`src/rtl/stream_pkg.sv`:
```
// Shared types and sizing helpers for the FIFO-to-stream reader and its output buffer.
package stream_pkg;

  localparam int DEPTH      = 2;
  localparam int OCC_W      = $clog2(DEPTH + 1);
  localparam int DEF_DATA_W = 8;

  typedef struct packed {
    logic [DEF_DATA_W-1:0] data;
    logic                  last;
  } stream_entry_t;

  function automatic int cnt_w(input int burst_len);
    return (burst_len > 1) ? $clog2(burst_len) : 1;
  endfunction

endpackage

```
`src/rtl/stream_skid_buf.sv`:
```
// Two-entry in-order output buffer; head is always the oldest word.
module stream_skid_buf
  import stream_pkg::*;
#(
  parameter type entry_t = stream_entry_t
) (
  input  logic             clk,
  input  logic             rst,
  input  logic             push,
  input  entry_t           push_entry,
  input  logic             pop,
  output logic [OCC_W-1:0] occ,
  output entry_t           head,
  output logic             head_vld
);

  entry_t tail;

  assign head_vld = (occ != '0);

  // A push into an empty buffer lands directly in the head slot.
  always_ff @(posedge clk) begin
    if (rst) begin
      occ  <= '0;
      head <= '0;
      tail <= '0;
    end else begin
      case ({push, pop})
        2'b10: begin
          if (occ == '0) head <= push_entry;
          else           tail <= push_entry;
          occ <= occ + 1'b1;
        end
        2'b01: begin
          head <= tail;
          occ  <= occ - 1'b1;
        end
        2'b11: begin
          if (occ == OCC_W'(DEPTH)) begin
            head <= tail;
            tail <= push_entry;
          end else begin
            head <= push_entry;
          end
        end
        default: ;
      endcase
    end
  end

endmodule

```
`src/rtl/fifo_stream_reader.sv`:
```
// Drains a 1-cycle-latency synchronous FIFO into a valid/ready stream with fixed-length bursts.
module fifo_stream_reader
  import stream_pkg::*;
#(
  parameter  int DATA_WIDTH = 8,
  parameter  int BURST_LEN  = 4,
  localparam int CNT_W      = cnt_w(BURST_LEN)
) (
  input  logic                  clk,
  input  logic                  rst,
  input  logic                  fifo_empty,
  output logic                  fifo_rd_en,
  input  logic [DATA_WIDTH-1:0] fifo_rd_data,
  output logic                  m_valid,
  input  logic                  m_ready,
  output logic [DATA_WIDTH-1:0] m_data,
  output logic                  m_last,
  output logic [CNT_W-1:0]      beat_cnt,
  output logic                  burst_done
);

  typedef struct packed {
    logic [DATA_WIDTH-1:0] data;
    logic                  last;
  } entry_t;

  localparam int               LVL_W    = OCC_W + 1;
  localparam logic [CNT_W-1:0] LAST_IDX = CNT_W'(BURST_LEN - 1);

  logic             pop;
  logic             inflight;
  logic [CNT_W-1:0] cap_cnt;
  logic [OCC_W-1:0] occ;
  logic [LVL_W-1:0] level;
  entry_t           cap_entry;
  entry_t           head;
  logic             head_vld;

  assign pop     = m_valid && m_ready;
  assign m_valid = head_vld;
  assign m_data  = head.data;
  assign m_last  = head.last;

  // Committed words (buffered + in flight) after this cycle's pop must leave room for one more.
  assign level      = {1'b0, occ} + LVL_W'(inflight);
  assign fifo_rd_en = !rst && !fifo_empty && (level < LVL_W'(DEPTH) + LVL_W'(pop));

  assign cap_entry.data = fifo_rd_data;
  assign cap_entry.last = (cap_cnt == LAST_IDX);

  stream_skid_buf #(
    .entry_t(entry_t)
  ) u_buf (
    .clk       (clk),
    .rst       (rst),
    .push      (inflight),
    .push_entry(cap_entry),
    .pop       (pop),
    .occ       (occ),
    .head      (head),
    .head_vld  (head_vld)
  );

  // Read-return and burst bookkeeping stage.
  always_ff @(posedge clk) begin
    if (rst) begin
      inflight   <= 1'b0;
      cap_cnt    <= '0;
      beat_cnt   <= '0;
      burst_done <= 1'b0;
    end else begin
      inflight   <= fifo_rd_en;
      burst_done <= pop && m_last;
      if (inflight) cap_cnt <= (cap_cnt == LAST_IDX) ? '0 : cap_cnt + 1'b1;
      if (pop)      beat_cnt <= m_last ? '0 : beat_cnt + 1'b1;
    end
  end

  head_tag_matches_beat: assert property (@(posedge clk) disable iff (rst)
    m_valid |-> (m_last == (beat_cnt == LAST_IDX)));

  // With nothing buffered or in flight, every captured word has been delivered.
  cap_cnt_matches_beat: assert property (@(posedge clk) disable iff (rst)
    (occ == '0 && !inflight) |-> (cap_cnt == beat_cnt));

endmodule

```
`config.mk`:
```
export PLATFORM = sky130hd
export DESIGN_NAME = fifo_stream_reader
export DESIGN_NICKNAME = d
export VERILOG_FILES = /design/src/rtl/stream_pkg.sv /design/src/rtl/stream_skid_buf.sv /design/src/rtl/fifo_stream_reader.sv
export SDC_FILE = /design/constraint.sdc
export NUM_CORES = 1
export LEC_CHECK = 0
export ABC_AREA = 1
export BUFFER_PORTS_ARGS = -buffer_cell sky130_fd_sc_hd__buf_2
export CAP_MARGIN = 25
export CORE_AREA = 2 2 72 74
export CTS_CLUSTER_SIZE = 8
export DETAILED_ROUTE_END_ITERATION = 16
export DIE_AREA = 0 0 74 76
export PLACE_DENSITY_LB_ADDON = 0.3
export SLEW_MARGIN = 40
export SYNTH_ARGS = -nofsm -noshare
export SYNTH_HDL_FRONTEND = slang
export SYNTH_HIERARCHICAL = 1
export SYNTH_SLANG_ARGS = --single-unit
```
`constraint.sdc`:
```
create_clock -name clk -period 1.6 [get_ports clk]
set_input_delay 0.24 -clock clk [delete_from_list [all_inputs] [get_ports clk]]
set_output_delay 0.24 -clock clk [all_outputs]
set_load 0.05 [all_outputs]
```
# [Yosys cells after proc, flatten, opt, wreduce, memory -nomap -nowiden]
# Index checks and enable logic that the tools add are counted.
[word_totals] ff_bits=26
[classes] n_eq_ne=8 n_mux=9 add_sub_neg=6 n_reduce_logical=13 order_cmp=1
[op_table] op="$mux 9" count=4
[op_table] op="$pmux 9 s3" count=1
[op_table] op="$pmux 9 s2" count=1
[op_table] op="$eq 2x2->1 const B" count=4
[op_table] op="$add 2x1->2 const B" count=3
[op_table] op="$reduce_bool 2->1" count=3
[op_table] op="$logic_and 1x1->1" count=4
[op_table] op="$mux 2" count=2
[op_table] op="$ne 2x1->1 const B" count=2
[op_table] op="$pmux 2 s2" count=1
[op_table] op="$add 2x1->3" count=1
[op_table] op="$add 2x1->3 const A" count=1
[op_table] op="$lt 3x3->1" count=1
[op_table] op="$reduce_and 3->1" count=1
[op_table] op="$reduce_bool 3->1" count=1
[op_table] op="$eq 2x1->1 const B" count=1
[op_table] op="$logic_not 1->1" count=2
[op_table] op="$logic_not 2->1" count=1
[op_table] op="$ne 2x2->1 const B" count=1
[op_table] op="$reduce_and 2->1" count=1
[op_table] op="$sub 2x1->2 const B" count=1

# [Longest topological paths before layout]
# Gate-level depths: netlist (run 1).
[logic_depth] word_depth=5 mapped_depth=12 mapped_depth_nobuf=11

# [Hierarchy]
# Netlist (run 1), hierarchy kept.
[by_module_without_submodules] mod="stream_skid_buf" instances=1 area_per_inst_um2=1137.3 seq_area_each_um2=400.4 cells_each=161
[by_module_without_submodules] mod="fifo_stream_reader" instances=1 area_per_inst_um2=284.0 seq_area_each_um2=120.1 cells_each=36

# [Worst setup path before layout (run 1)]
# Ideal clock, no wire load.
[synth_timing] path_type="reg2reg" start="reg u_buf.occ[1]" end="reg u_buf/tail[8] (netlist name)" period_less_slack_ns=2.116 stages_incl_launch_ff=12 arrival_time_ns=2.001 setup_ns=0.115 slack_ns=-0.516 cell_sequence="dfxtp_1 inv_1 nand2_1 nand2_2 inv_1 ha_1 nand3_4 nand2_4 buf_6 nand3b_1 nand2_1 nor2_1"
[synth_between] elab_chain_len=5 elab_cells_between_ends=11 cone_classes="eq/ne: 5; mux: 1; reduce/logical: 5"
[synth_rtl] element="start, declared" line_no="stream_skid_buf.sv:12" text="output logic [OCC_W-1:0] occ,"
[synth_rtl] element="start signal, assigned" line_no="stream_skid_buf.sv:32" text="occ <= occ + 1'b1;"
[synth_rtl] element="start signal, assigned" line_no="stream_skid_buf.sv:36" text="occ <= occ - 1'b1;"
[synth_rtl] element="$reduce_bool 2->1 *" line_no="stream_skid_buf.sv:19" text="assign head_vld = (occ != '0);"
[synth_rtl] element="via m_valid" line_no="fifo_stream_reader.sv:14" text="output logic m_valid,"
[synth_rtl] element="$logic_and 1x1->1 *" line_no="fifo_stream_reader.sv:39" text="assign pop = m_valid && m_ready;"
[synth_rtl] element="via pop" line_no="fifo_stream_reader.sv:30" text="logic pop;"
[synth_rtl] element="$eq 2x2->1" line_no="stream_skid_buf.sv:28" text="case ({push, pop})"
[synth_rtl] element="$ne 2x1->1 (no source line), or another cell as far along"
[synth_rtl] element="$reduce_and 3->1 (no source line)"
[synth_rtl] element="end signal, assigned" line_no="stream_skid_buf.sv:31" text="else tail <= push_entry;"
[synth_rtl] element="end signal, assigned" line_no="stream_skid_buf.sv:41" text="tail <= push_entry;"
[synth_rtl] element="end, declared" line_no="stream_skid_buf.sv:17" text="entry_t tail;"
# The timed path passes the listed nets; every way through them passes the cells marked *.
# A chain may end at the register's enable or synchronous reset.

# [Worst setup path in the final report (run 1)]
[layout_timing] start="reg u_buf.occ[1]" end="out fifo_rd_en"
[layout_between] elab_chain_len=5 elab_cells_between_ends=6 cone_classes="add/sub: 2; order compare: 1; reduce/logical: 3"
[layout_rtl] element="$reduce_bool 2->1" line_no="stream_skid_buf.sv:19"
[layout_rtl] element="$logic_and 1x1->1" line_no="fifo_stream_reader.sv:39"
[layout_rtl] element="$add 2x1->3" line_no="fifo_stream_reader.sv:46" text="assign fifo_rd_en = !rst && !fifo_empty && (level < LVL_W'(DEPTH) + LVL_W'(pop));"
[layout_rtl] element="$lt 3x3->1 *" line_no="fifo_stream_reader.sv:46"
[layout_rtl] element="$logic_and 1x1->1 *" line_no="fifo_stream_reader.sv:46"
[layout_rtl] element="end, declared" line_no="fifo_stream_reader.sv:12" text="output logic fifo_rd_en,"
# Mark *: on every way between the ends. The rest lies on a longest branch, timed or not.

==> flow_summary_export.csv, run 1 <==
group,metric,value,unit
pwr,sw_frac_of_total,42.9,%
pwr,ir_drop,0.000574,V
placement,gp_congestion,0.754,
global_routing,antenna_found_initial,0,
run_status,violations,"setup timing",
cells_and_area,seq_area,532,um^2
cells_and_area,areaGrowthSynthToFinish,52.8,%
timing,min_period,1650,ps
clock_network,cts_sinks,26,
setup_path,arrival,1410,ps
synth,ys.flop_type,"dfxtp_1",
timing,fin_ws,-47.7,ps
floorplanning,die_h,76,um
flow_run,maxCapViolations,0,
timing,min_period_over_period,103,%
detailed_routing,routedWlPerCell,12.2,um
synth,async_flop_share,0,%
pwr,power,0.00269,W
clock_network,clkTransAtPathRegs,90,ps
pwr,clkPwrFrac,16.7,%
synth,yosysWarnings,6,
floorplanning,core,4910,um^2
synth,ys_types,26,
placement,place_ws,-34.5,ps
synth,post-synth-top-area-cell,"dfxtp_1",
global_routing,grt_max_degree,19,
clock_network,cts_inserted_buffers,3,
setup_path,worstSetupEndpointType,"output pin",
synth,syn_area_per_cell,7.22,um^2
floorplanning,die-area,5620,um^2
timing,hold_viol_final,0,
synth,ys_seq_elements,26,
synth,synthTopCellsByArea,"dfxtp_1, nand2_1, nand3b_1, nor2_1, a21oi_1",
cells_and_area,multiInputGateArea,1050,um^2
clock_network,clk_path_buf_depth,2,
synth,synth_cells,197,
timing,clock_skew,5.89,ps
placement,hpwl,2340,um
pwr,power.share.combinational,52.1,%
synth,synth_most_common_cell,"nand2_1",
setup_path,crit_path_start_kind,"register",
timing,rsz0062_at_grt,"yes",
setup_path,path_class,"register to output pin",
timing,finalSetupViolCount,1,
floorplanning,rows,26,
hold_path,hold_class,"primary input to register",
floorplanning,die-width,74,um
detailed_routing,wl,3800,um
clock_network,ctsHoldBuffers,0,
cells_and_area,fill_cells,473,
global_routing,grt_usage,13.3,%
detailed_routing,num_vias,1423,
setup_path,cp_max_fo,4,
cells_and_area,drive_above_1_share,41.3,%
pwr,p_int,0.00154,W
floorplanning,ios,26,
timing,max_freq,0.607,GHz
clock_network,cts_tree,"yes",
setup_path,required,1360,ps
pwr,leakage,0.944,nW
placement,portBuffers,25,
pwr,switchingPower,0.00116,W
synth,synthesis.nets,215,
timing,slew_violations,0,
detailed_routing,drc,0,
setup_path,rrSetupSlack,30,ps
floorplanning,start_util,28.9,%
synth,synthTopCellsByCount,"nand2_1, nor2_1, dfxtp_1",
timing,worst_pin_slew,370,ps
global_routing,grt_pass1_wl,6030,um
global_routing,grt_pass1_vias,1293,
detailed_routing,drtIter0Drc,77,
global_routing,grt-ovfl-total,0,
detailed_routing,ant_nets,0,
pwr,p_per_area,1240,nW/um^2
synth,synth_top_area_share,36.6,%
detailed_routing,via_per_inst,4.56,
run_status,status,"finished with violations",
pwr,seqPwrFrac,31.2,%
synth,ys_seq_area_share,36.6,%
synth,synth_edf_count,0,
detailed_routing,dr.pass1.iters,4,
cells_and_area,nets,261,
cells_and_area,antennaDiodeCount,0,
clock_network,root_buffer,"clkbuf_8",
clock_network,clk_latency,280,ps
synth,netlist_area,1420,um^2
timing,slew_headroom,75.3,%
clock_network,h-tree-depth,1,
-- state kept, by name, indices dropped and copies added (netlist names) --
name,cells
beat_cnt,2
burst_done,1
cap_cnt,2
inflight,1
u_buf/head,9
u_buf/occ,2
u_buf/tail,9
-- kinds of logic after synthesis --
| family | after synthesis | synth area share, % |
|---|---|---|
| AND/OR/NAND/NOR | 110 | 38.3 |
| buffers and inverters | 28 | 8.80 |
| AO/OA/AOI/OAI | 27 | 11.0 |
| flip-flops | 26 | 36.6 |
| adder cells (fa/ha/maj) | 6 | 5.28 |
-- worst max-delay path, stage by stage (launching register included) --
cell	delay, ps
dfxtp_4	360
buf_4	160
ha_4	260
o21ai_2	50
and2_4	150
buf_8	140
-- routing by layer --
layer,track usage [%],vias up,share of wire [%]
met5,0,-,0
met4,2.18,0,0.26
met3,2.78,2,4.4
met2,21.1,30,48
met1,18.7,656,47
li1,-,735,-
-- cell type report --
| class | instances | area share, % |
|---|---|---|
| sequential | 26 | 24.5 |
| timing repair buffer | 44 | 16.5 |
| multi-input combinational | 146 | 48.3 |
| tap | 70 | 4.03 |
| clock buffer | 4 | 2.53 |
| inverter | 22 | 4.15 |
-- stage by stage --
step	TNS, ps	utilization [%]	hold WS, ps	instances	instance area, um^2
after floorplan	0	-	309	197	1480
after global placement	-68.0	35.6	454	296	1750
after detailed placement	-115	35.6	463	296	1750
after CTS	-42.8	38.9	205	304	1910
after global routing	-236	44.2	231	312	2170
final	-47.7	44.2	220	312	2170
-- power groups by stage --
| stage | clock network, W | registers (W) | logic, W |
|---|---|---|---|
| 6_report | 0.000449 | 0.000840 | 0.00140 |
| 5_1_grt | 0.000490 | 0.000856 | 0.00151 |
| 4_1_cts | 0.000462 | 0.000839 | 0.00116 |
| 3_5_place_dp | 0 | 0.000851 | 0.00107 |
| 3_3_place_gp | 0 | 0.000851 | 0.00107 |
| 2_1_floorplan | 0 | 0.00107 | 0.000589 |
-- cells in the final DEF (no fill, tap or decap), types with 2 or more instances in the layout --
master / count
buf_4: 12
clkbuf_8: 4
inv_2: 3
a21oi_2: 5
nand3_2: 2
buf_2: 24
dfxtp_4: 3
nand2_2: 5
inv_1: 16
nand3_4: 3
dfxtp_1: 23
nor2_4: 5
nand2_1: 30
inv_4: 3
o21ai_0: 2
nand3b_1: 18
ha_4: 4
clkbuf_16: 2
nand3_1: 10
nor2_1: 21
nor2_2: 5
a21oi_1: 16
buf_12: 3
nand2_8: 4
nand2_4: 5
buf_6: 2
-- repair_timing --
action                                  4_1_cts  5_1_grt
resized for setup                            14       40
buffers inserted                              3        5
endpoints found under the setup margin        7       20
gates cloned                                  1        4
pin swaps                                     4       19
-- path summary, 6_finish.rpt --
| path | from | to | cells past startpoint |
|---|---|---|---|
| setup / recovery | u_buf/occ[1]$_SDFFE_PP0P_ | fifo_rd_en | 5 |
| hold / removal | rst | cap_cnt[1]$_SDFFE_PP0P_ | 2 |
| setup reg to reg | u_buf/occ[0]$_SDFFE_PP0P_ | u_buf/head[2]$_SDFFE_PP0P_ | 12 |
| hold reg to reg | cap_cnt[1]$_SDFFE_PP0P_ | cap_cnt[1]$_SDFFE_PP0P_ | 2 |
No activity file was read; power rests on OpenSTA's default activity.
==> inputs of run 2 (changes only) <==
--- a/config.mk
+++ b/config.mk
@@ -8,10 +8,12 @@
 export ABC_AREA = 1
 export BUFFER_PORTS_ARGS = -buffer_cell sky130_fd_sc_hd__buf_2
 export CAP_MARGIN = 25
-export CORE_AREA = 2 2 72 74
+export CELL_PAD_IN_SITES_DETAIL_PLACEMENT = 1
+export CELL_PAD_IN_SITES_GLOBAL_PLACEMENT = 2
+export CORE_AREA = 2 2 76 78
 export CTS_CLUSTER_SIZE = 8
 export DETAILED_ROUTE_END_ITERATION = 16
-export DIE_AREA = 0 0 74 76
+export DIE_AREA = 0 0 78 80
 export PLACE_DENSITY_LB_ADDON = 0.3
 export SLEW_MARGIN = 40
 export SYNTH_ARGS = -nofsm -noshare
==> flow_summary_export.csv, run 2 (synthesis results as in run 1) <==
group,metric,value,unit
clock_network,clk_latency,270,ps
setup_path,worstSetupEndpointType,"output pin",
global_routing,grt_usage,14.0,%
clock_network,h-tree-depth,1,
floorplanning,die_h,80,um
flow_run,maxCapViolations,0,
pwr,p_per_area,1200,nW/um^2
floorplanning,core,5410,um^2
detailed_routing,via_per_inst,4.55,
detailed_routing,drc,0,
floorplanning,ios,26,
global_routing,use_met3,3.28,%
clock_network,cts_tree,"yes",
timing,rsz0062_at_grt,"yes",
clock_network,cts_inserted_buffers,3,
detailed_routing,ant_nets,0,
setup_path,arrival,1400,ps
global_routing,use_met2,25.1,%
cells_and_area,areaGrowthSynthToFinish,48.7,%
clock_network,clkTransAtPathRegs,90,ps
clock_network,cts_sinks,26,
timing,slew_headroom,77.4,%
cells_and_area,antennaDiodeCount,0,
clock_network,ctsHoldBuffers,0,
floorplanning,start_util,26.3,%
detailed_routing,drtIter0Drc,44,
placement,hpwl,2920,um
cells_and_area,drive_above_1_share,34.6,%
setup_path,path_class,"register to output pin",
pwr,leakage,0.938,nW
run_status,status,"finished with violations",
global_routing,use_met1,17.3,%
timing,hold_viol_final,0,
cells_and_area,layout_commonest_cell,"nand2_1",
global_routing,grt_pass1_vias,1425,
cells_and_area,nets,265,
clock_network,clk_path_buf_depth,2,
cells_and_area,fill_cells,668,
global_routing,busiest_layer,"met2",
floorplanning,die-width,78,um
clock_network,root_buffer,"clkbuf_8",
run_status,violations,"setup timing",
global_routing,antenna_found_initial,0,
setup_path,crit_path_start_kind,"register",
pwr,ir_drop,0.000505,V
global_routing,grt-ovfl-total,0,
cells_and_area,largestRegisters,"u_buf/head (9), u_buf/tail (9)",
timing,fin_ws,-36.7,ps
timing,finalSetupTns,-36.7,ps
setup_path,cp_max_fo,4,
timing,slew_violations,0,
placement,gp_congestion,0.684,
placement,portBuffers,25,
timing,clock_skew,3.09,ps
timing,finalSetupViolCount,1,
timing,min_period_over_period,102,%
floorplanning,rows,27,
global_routing,grt_max_degree,19,
detailed_routing,wl,4370,um
placement,place_ws,-2.77,ps
setup_path,required,1360,ps
detailed_routing,dr.pass1.iters,4,
cells_and_area,layout_common_cells,"nand2_1, nor2_1, buf_2, dfxtp_1",
global_routing,grt_pass1_wl,6940,um
timing,worst_pin_slew,338,ps
timing,min_period,1640,ps
cells_and_area,postLayoutCoreUtil,39.1,%
detailed_routing,routedWlPerCell,13.7,um
floorplanning,die-area,6240,um^2
timing,max_freq,0.611,GHz
hold_path,hold_class,"primary input to register",
detailed_routing,num_vias,1448,
==> run 2: through the flow <==
stage | instances | power [W] | hold slack (ps) | cell area (um^2)
after floorplan | 197 | 0.00166 | 309 | 1480
after global placement | 304 | 0.00198 | 460 | 1810
after detailed placement | 304 | 0.00199 | 465 | 1810
after CTS | 309 | 0.00244 | 194 | 1910
after global routing | 318 | 0.00274 | 242 | 2110
final | 318 | 0.00254 | 231 | 2110
==> run 2: cell type report <==
class / instances / area [um^2] / share of cell area [%]
clock buffer: 4 / 45.0 / 2.13
inverter: 22 / 97.6 / 4.62
multi-input combinational: 147 / 982 / 46.5
sequential: 26 / 529 / 25.0
tap: 72 / 90.1 / 4.26
timing repair buffer: 47 / 369 / 17.5
==> run 2: routing by layer <==
layer  part of all wire (%)  vias up  routed length [um]
met3                    3.2        5                 138
li1                       -      742                   -
met5                      0        -                   0
met2                     51       21                2210
met4                   0.53        0                  23
met1                     46      680                1990
==> run 2: final timing paths <==
path                        startpoint                         end  slack (ps)  depth (start not counted)
max          u_buf/occ[1]$_SDFFE_PP0P_                  fifo_rd_en         -40                          5
min                                rst     cap_cnt[0]$_SDFFE_PP0P_         230                          2
max reg2reg  u_buf/occ[0]$_SDFFE_PP0P_  u_buf/head[5]$_SDFFE_PP0P_          90                         10
min reg2reg    cap_cnt[1]$_SDFFE_PP0P_     cap_cnt[1]$_SDFFE_PP0P_         470                          2
==> run 2: report_power, final <==
group	leakage [nW]	internal [W]	switching (W)	total, W
registers	0.215	0.000768	0.0000760	0.000844
logic	0.700	0.000491	0.000809	0.00130
clock network	0.0228	0.000179	0.000221	0.000399
==> run 2: repair_timing <==
action / 4_1_cts / 5_1_grt
endpoints found under the setup margin: 3 / 20
cloned: 0 / 4
pin swaps: 1 / 10
buffers inserted: 1 / 5
gates resized for setup: 11 / 24
==> run 2: critical path: stages, from the launching register on <==
cell and delay (ps):
dfxtp_4 360, buf_4 160, ha_4 270, o21ai_4 50, and2_4 140, buf_8 140
==> inputs of run 3 (changes only) <==
--- a/config.mk
+++ b/config.mk
@@ -10,11 +10,12 @@
 export CAP_MARGIN = 25
 export CELL_PAD_IN_SITES_DETAIL_PLACEMENT = 1
 export CELL_PAD_IN_SITES_GLOBAL_PLACEMENT = 2
-export CORE_AREA = 2 2 76 78
+export CORE_AREA = 2 2 74 76
+export CTS_BUF_LIST = sky130_fd_sc_hd__clkbuf_2 sky130_fd_sc_hd__clkbuf_4 sky130_fd_sc_hd__clkbuf_8
 export CTS_CLUSTER_SIZE = 8
 export DETAILED_ROUTE_END_ITERATION = 16
-export DIE_AREA = 0 0 78 80
-export PLACE_DENSITY_LB_ADDON = 0.3
+export DIE_AREA = 0 0 76 78
+export PLACE_DENSITY = 0.72
 export SLEW_MARGIN = 40
 export SYNTH_ARGS = -nofsm -noshare
 export SYNTH_HDL_FRONTEND = slang
==> flow_summary_export.csv, run 3 (synthesis results as in run 1) <==
group,metric,value,unit
timing,hold_viol_final,0,
setup_path,cp_max_fo,3,
clock_network,root_buffer,"clkbuf_8",
global_routing,grt_usage,14.0,%
detailed_routing,num_vias,1419,
cells_and_area,areaGrowthSynthToFinish,40.5,%
run_status,violations,"setup timing",
setup_path,worst-path-buf-inv,1,
setup_path,arrival,1420,ps
timing,rsz0062_at_grt,"yes",
global_routing,antenna_found_initial,0,
floorplanning,die_h,78,um
setup_path,cp_slowest_cell,"dfxtp_4",
timing,clock_skew,16.2,ps
timing,finalSetupViolCount,1,
global_routing,grt-ovfl-total,0,
setup_path,rrSetupSlack,70,ps
setup_path,required,1360,ps
timing,worst_pin_slew,341,ps
floorplanning,die-width,76,um
detailed_routing,wl,4200,um
timing,slew_violations,0,
setup_path,crit_path_start_kind,"register",
global_routing,grt_max_degree,19,
setup_path,path_delay_family,"adder cells",
floorplanning,core,5040,um^2
cells_and_area,drive_above_1_share,32.2,%
detailed_routing,routedWlPerCell,13.6,um
clock_network,cts_inserted_buffers,3,
setup_path,path_class,"register to output pin",
setup_path,crit_chain,"ha_4 -> ha_4 -> o21ai_4 -> and2_4 -> buf_8",
timing,fin_ws,-61.8,ps
detailed_routing,drc,0,
cells_and_area,largestRegisters,"u_buf/head (9), u_buf/tail (9)",
pwr,ir_drop,0.000520,V
run_status,status,"finished with violations",
clock_network,cts_tree,"yes",
detailed_routing,ant_nets,0,
clock_network,ctsHoldBuffers,0,
timing,slew_headroom,77.2,%
detailed_routing,drtIter0Drc,49,
cells_and_area,nets,258,
detailed_routing,dr.pass1.iters,4,
placement,gp_congestion,0.765,
timing,fin_hold_ws,220,ps
placement,portBuffers,25,
timing,min_period,1660,ps
timing,max_freq,0.602,GHz
pwr,p_per_area,1240,nW/um^2
cells_and_area,layout_common_cells,"nand2_1, nor2_1, buf_2, dfxtp_1, a21oi_1",
clock_network,clk_path_buf_depth,2,
setup_path,crit_top_cell,"ha_4",
floorplanning,start_util,28.2,%
floorplanning,die-area,5930,um^2
global_routing,grt_pass1_vias,1403,
setup_path,worstSetupEndpointType,"output pin",
clock_network,cts_sinks,26,
clock_network,h-tree-depth,1,
detailed_routing,via_per_inst,4.59,
placement,place_ws,-13.0,ps
timing,min_period_over_period,104,%
hold_path,hold_class,"primary input to register",
flow_run,maxCapViolations,0,
cells_and_area,layout_commonest_cell,"nand2_1",
clock_network,clkTransAtPathRegs,100,ps
setup_path,critPathMaxStageDelay,380,ps
clock_network,clk_latency,280,ps
floorplanning,ios,26,
pwr,leakage,0.892,nW
global_routing,grt_pass1_wl,6640,um
floorplanning,rows,26,
placement,hpwl,2760,um
cells_and_area,antennaDiodeCount,0,
-- run 3: changes by cell type in the layout (fill, tap and decap cells not counted), sizes merged --
cell   change
nand3      -1
nand2      -1
buf        -5
-- run 3: layout make-up --
| type | instances | area (um^2) |
|---|---|---|
| repair buffers | 42 | 312 |
| fillers | 626 | 3050 |
| multi-input cells | 145 | 925 |
| inverters | 22 | 95.1 |
| flip-flops and latches | 26 | 529 |
| clock buffers | 4 | 48.8 |
| well taps | 70 | 87.6 |
-- run 3: path summary, 6_finish.rpt --
check | endpoint | startpoint | depth (start not counted)
setup reg to reg | u_buf/head[4]$_SDFFE_PP0P_ | inflight$_SDFF_PP0_ | 8
setup / recovery | fifo_rd_en | u_buf/occ[0]$_SDFFE_PP0P_ | 5
hold / removal | cap_cnt[0]$_SDFFE_PP0P_ | rst | 2
hold reg to reg | cap_cnt[1]$_SDFFE_PP0P_ | cap_cnt[1]$_SDFFE_PP0P_ | 2
-- run 3: per-stage QoR --
step	power, W	instances	utilization [%]	setup TNS [ps]	area [um^2]
detailed placement	0.00195	299	35.2	-15.1	1770
finish	0.00249	309	39.6	-61.8	2000
floorplan	0.00166	197	-	0	1480
global route	0.00267	309	39.6	-158	2000
CTS	0.00241	304	37.2	-46.6	1870
global placement	0.00194	299	35.2	0	1770
-- run 3: timing repair --
action,CTS,global route
buffers inserted,1,2
gates resized for setup,10,16
gates cloned,0,3
setup endpoints to repair,5,20
pin swaps,1,8
-- run 3: power by group --
group	switching [W]	total [W]	internal (W)	leakage (nW)
sequential	0.0000740	0.000842	0.000768	0.215
clock	0.000224	0.000420	0.000196	0.0262
combinational	0.000778	0.00122	0.000446	0.651
-- run 3: metal layers --
metal / global-route usage [%] / part of all wire [%]
met5: 0 / 0
met4: 6.00 / 1.3
met3: 2.44 / 3.5
met2: 25.4 / 53
met1: 16.2 / 43
